===== src/rtl/gth_tx_bringup_ctrl.sv =====
// gth_tx_bringup_ctrl: GTH TMDS TX bring-up supervisor FSM; define GTH_BRINGUP_SYNC_EN to add 2-flop status synchronizers
module gth_tx_bringup_ctrl #(
  parameter int RESET_HOLD_CYCLES = 64,
  parameter int TIMEOUT_CYCLES    = 65536,
  parameter int SETTLE_CYCLES     = 256,
  parameter int MAX_RETRY         = 3
) (
  input  logic       clk,
  input  logic       resetn,
  input  logic       enable,
  input  logic [2:0] gtpowergood,
  input  logic [2:0] txpmaresetdone,
  input  logic [2:0] txprgdivresetdone,
  input  logic       gtwiz_reset_tx_done,
  input  logic       locked,
  output logic       gtwiz_reset_all,
  output logic       out_en,
  output logic       fault,
  output logic [2:0] state,
  output logic [3:0] retry_cnt,
  output logic [7:0] link_drop_cnt
);
  localparam int MAX_A = RESET_HOLD_CYCLES > TIMEOUT_CYCLES ? RESET_HOLD_CYCLES : TIMEOUT_CYCLES;
  localparam int MAX_P = MAX_A > SETTLE_CYCLES ? MAX_A : SETTLE_CYCLES;
  localparam int TW = $clog2(MAX_P) + 1;
  localparam logic [2:0] IDLE      = 3'd0;
  localparam logic [2:0] WAIT_PG   = 3'd1;
  localparam logic [2:0] RESET     = 3'd2;
  localparam logic [2:0] WAIT_TX   = 3'd3;
  localparam logic [2:0] WAIT_LOCK = 3'd4;
  localparam logic [2:0] SETTLE    = 3'd5;
  localparam logic [2:0] RUN       = 3'd6;
  localparam logic [2:0] FAULT     = 3'd7;
  logic [10:0] st_raw, st_s;
  logic pg, txok, lk, good;
  logic [TW-1:0] timer;
  logic [2:0] nxt, fail_st;
  logic tmo, hold_done, settle_done, give_up, spend, counting;
  assign st_raw = {gtpowergood, txpmaresetdone, txprgdivresetdone, gtwiz_reset_tx_done, locked};
`ifdef GTH_BRINGUP_SYNC_EN
  logic [10:0] st_m;
  // two-flop synchronizer on every status bit
  always_ff @(posedge clk or negedge resetn)
    if (!resetn) {st_s, st_m} <= '0;
    else {st_s, st_m} <= {st_m, st_raw};
`else
  assign st_s = st_raw;
`endif
  assign pg          = &st_s[10:8];
  assign txok        = st_s[1] & (&st_s[7:5]) & (&st_s[4:2]);
  assign lk          = st_s[0];
  assign good        = pg & txok & lk;
  assign tmo         = timer == TW'(TIMEOUT_CYCLES - 1);
  assign hold_done   = timer == TW'(RESET_HOLD_CYCLES - 1);
  assign settle_done = timer == TW'(SETTLE_CYCLES - 1);
  assign give_up     = retry_cnt == 4'(MAX_RETRY);
  assign fail_st     = give_up ? FAULT : RESET;
  assign counting    = (state >= WAIT_PG) && (state <= SETTLE);
  assign spend       = enable & ((tmo & ((state == WAIT_PG & !pg) | (state == WAIT_TX & !txok) |
                       (state == WAIT_LOCK & txok & !lk))) | (state == SETTLE & !good));
  // next state: enable drop first, then exit condition, then timeout
  always_comb begin
    nxt = state;
    case (state)
      IDLE:      nxt = WAIT_PG;
      WAIT_PG:   nxt = pg ? RESET : tmo ? fail_st : WAIT_PG;
      RESET:     nxt = hold_done ? WAIT_TX : RESET;
      WAIT_TX:   nxt = txok ? WAIT_LOCK : tmo ? fail_st : WAIT_TX;
      WAIT_LOCK: nxt = !txok ? RESET : lk ? SETTLE : tmo ? fail_st : WAIT_LOCK;
      SETTLE:    nxt = !good ? fail_st : settle_done ? RUN : SETTLE;
      RUN:       nxt = good ? RUN : RESET;
      default:   nxt = FAULT;
    endcase
    if (!enable) nxt = IDLE;
  end
  // state register, per-state dwell timer, retry and link-drop counters
  always_ff @(posedge clk or negedge resetn)
    if (!resetn) begin
      state         <= IDLE;
      timer         <= '0;
      retry_cnt     <= '0;
      link_drop_cnt <= '0;
    end else begin
      state         <= nxt;
      timer         <= (nxt != state) ? '0 : timer + TW'(counting);
      retry_cnt     <= (nxt == IDLE || (nxt == RUN && state != RUN)) ? 4'd0 :
                       (spend && !give_up) ? retry_cnt + 4'd1 : retry_cnt;
      link_drop_cnt <= link_drop_cnt + 8'(state == RUN && nxt == RESET && link_drop_cnt != 8'hff);
    end
  assign gtwiz_reset_all = state == IDLE || state == WAIT_PG || state == RESET || state == FAULT;
  assign out_en          = state == RUN;
  assign fault           = state == FAULT;
endmodule


===== config.mk =====
export PLATFORM = sky130hd
export DESIGN_NAME = gth_tx_bringup_ctrl
export DESIGN_NICKNAME = d
export VERILOG_FILES = /design/src/rtl/gth_tx_bringup_ctrl.sv
export SDC_FILE = /design/constraint.sdc
export NUM_CORES = 1
export LEC_CHECK = 0
export CAP_MARGIN = 20
export CORE_UTILIZATION = 32
export DETAILED_ROUTE_END_ITERATION = 7
export PLACE_DENSITY = 0.59
export SKIP_LAST_GASP = 1
export SLEW_MARGIN = 10
export SYNTH_ARGS = -nofsm -noshare
export SYNTH_HDL_FRONTEND = slang
export SYNTH_SLANG_ARGS = --single-unit
export TNS_END_PERCENT = 20

===== constraint.sdc =====
create_clock -name clk -period 2.9 [get_ports clk]
set_input_delay 0.435 -clock clk [delete_from_list [all_inputs] [get_ports clk]]
set_output_delay 0.435 -clock clk [all_outputs]
set_load 0.01 [all_outputs]

==> metrics.txt <==
Max VDD drop=0.000257 V; post-route cell area=2640 um2; CTS Buffer Depth=2; top post-synthesis cells by area=dfrtp_1 39%, xor2_1 5.9%, nor3_2 4.8%, xnor2_1 4.6%, nor3_1 4.3%; Ant. Diodes=0; Initial DRC Count=85; routed via count=between 1500 and 2000; layout cells sized above 1=between 10% and 20%; Die ar.=approximately 7000 um2; register area=801 um2; fin crit share=around 93%; CTS H-tree lvls=2; Crit. End Element=flip-flop; placed wire-length estimate=3580 um; critical path fanouts, max=5; commonest non-fill, non-tap cell in the layout=dfrtp_1; total CTS buffers=5; DP Area=around 2500 um2; nets@finish=between 200 and 300; GRT overflow=0; leading area contributor after synthesis=dfrtp_1; Die Span Y=just over 80 um; Starting Density=32.9%; Finished Core Util=41.8%; outcome=finished, final reports clean; Worst setup SP type=flip-flop; WP data required=3.07 ns; Worst Hold Depth=1; Final Setup Violations=0; Synth top area share=38.5%; Skew-Pair Late Insertion Delay=0.28 ns; row count=29; GPL Wtd Cong=roughly 0.81; TritonCTS Sinks=32; number of enable flip-flop cells after synthesis=0; vias in the first global route=1690; clock skew=0.0100 ns; maxcap violations=0; PwrDens=392 nW/um2; final wirelength=4860 um; post-synth net total=228; Synth cell types=53; port buffer count=31; Final min period=2.69 ns; IO Pins=32; final max-slew violation count=0; DR vias/cell=5.14; Leak=1.11 nW; largest stage delay on the critical path=0.54 ns; Hold Vio Cnt, Final=0; async set or reset register ratio after synthesis=100%; Hold Path Sink=link_drop_cnt[5]$_DFF_PN0_; R2R cell count=10; Chip Width=82.6 um; final-layout fill cell count=658; Core ar.=~6300 um2; max_slew headroom=between 50% and 60%; hold buffers post-CTS=0; crit path cell chain=nand4_2, or3_4, or4_4, o211ai_2, o211ai_1, nor2_1, ha_1, ha_1, nand3_1, xnor2_1; register area share after synthesis=38.5%; fmax=0.372 GHz; R2R Setup Slk=0.21 ns; most frequent cells in the layout=32 x dfrtp_1, 31 x clkdlybuf4s50_1, 18 x nor3_1; syn avg cell area=between 9 and 10 um2; flops & latches, synth=32; first-pass detailed-route iteration total=4; R2R Path Start=timer[4]$_DFF_PN0_; DR WL/cell=14.6 um; mapped cell area=approximately 2100 um2; residual DRC count=0; Worst Path Arrival=2.86 ns; initial antenna violation count=0; Multi-input gate area=1200 um2; HP Class=flip-flop to flip-flop; Top cell by count, worst path=ha_1; cells after synthesis=~210; Tot GR Track Use=15.6%; reg2reg end=link_drop_cnt[6]$_DFF_PN0_; CTS tree=built; area grow syn2layout=26.8%; critical path class=flip-flop to flip-flop; post-route antenna net violation count=0; RSZ-0062 raised after global routing=false; Hold Startpoint=link_drop_cnt[5]$_DFF_PN0_; Synth Flop Type=dfrtp_1; CP max stage cell=or4_4; Reg clk slew, reported paths=0.07 ns; global-route wire length before repair=7870 um; CTS root buffer=clkbuf_8; actual slew at the worst max-slew pin=approximately 0.65 ns; YS warnings=0; largest net degree at the start of global routing=33
## worst max-delay path: cells and delay by family, from the launching register on
kind,cells,cell delay [ns]
xor gates and xnor gates,1,0.14
adders and majority gates,2,0.41
and+or+nand+nor,5,1.34
AOI/OAI and AO/OA,2,0.24
DFF,1,0.43
## where the power goes
part	internal, mW	leakage, nW	switching, mW
Clock	0.189	0.0510	0.166
Sequential	0.462	0.444	0.0170
Combinational	0.0855	0.611	0.115
## timing repair
action	in CTS	in global routing
resized for setup	0	2
setup endpoints to repair	0	4
setup buffers	0	1
hold endpoints to repair	0	0
## cell type report
class	instances	share of cell area, %
multi-input cells	166	45.7
repair buffers	44	15.9
inverters	6	0.854
clock buffers	6	3.13
well taps	77	3.65
clock inverters	2	0.380
flip-flops and latches	32	30.4
## synth_stat cells (all sizes together), types with 3 or more instances
| cell | count |
|---|---|
| dfrtp | 32 |
| nor3 | 28 |
| nor2 | 18 |
| xor2 | 14 |
| nand3 | 12 |
| xnor2 | 12 |
| nand2 | 10 |
| nand4 | 8 |
| a21oi | 7 |
| ha | 5 |
| inv | 5 |
| and3 | 4 |
| buf | 4 |
| o211ai | 4 |
| o21ai | 4 |
| or2 | 4 |
| and2 | 3 |
| nor3b | 3 |
| or4 | 3 |
## registers in the layout (all words and copies together) (netlist names)
register	cells
link_drop_cnt	8
timer	17
retry_cnt	4
state	3
## worst max path at each step
stage                              start                    endpoint  slack (ns)
floorplan             state[0]$_DFF_PN0_  link_drop_cnt[4]$_DFF_PN0_        0.35
global placement    txprgdivresetdone[2]  link_drop_cnt[6]$_DFF_PN0_       -0.01
detailed placement  txprgdivresetdone[2]  link_drop_cnt[4]$_DFF_PN0_       -0.04
CTS                   timer[4]$_DFF_PN0_  link_drop_cnt[7]$_DFF_PN0_        0.15
global route          timer[8]$_DFF_PN0_  link_drop_cnt[7]$_DFF_PN0_        0.01
finish                timer[4]$_DFF_PN0_  link_drop_cnt[6]$_DFF_PN0_        0.21
## logic make-up (layout without fill, tap and decap cells)
kind of cell	Yosys count	after routing	synth area share [%]
fa+ha+maj	5	5	3.01
xor+xnor	26	26	11.9
buf+inv	11	58	4.03
flops	32	32	38.5
mux	2	2	1.14
compound gates	27	27	9.57
simple gates	106	106	31.9
## layer usage
layer	GRT usage [%]	wire length (um)	share of wire, %	vias up
met2	25.8	2220	46	41
met5	0	0	0	-
met4	6.21	73	1.5	0
met1	19.6	2330	48	811
li1	-	-	-	851
met3	3.74	233	4.8	7
## per-stage QoR
stage / hold slack [ns] / setup TNS, ns / instances / setup slack, ns / power [mW]
6_report: 0.500 / 0 / 333 / 0.210 / 1.03
4_1_cts: 0.502 / 0 / 332 / 0.154 / 1.05
3_5_place_dp: 0.484 / -0.237 / 324 / -0.0362 / 0.688
3_3_place_gp: 0.483 / -0.0455 / 324 / -0.0136 / 0.689
2_1_floorplan: 0.139 / 0 / 209 / 0.351 / 0.624
5_1_grt: 0.521 / 0 / 333 / 0.0133 / 1.09
No activity file was read; power rests on OpenSTA's default activity.
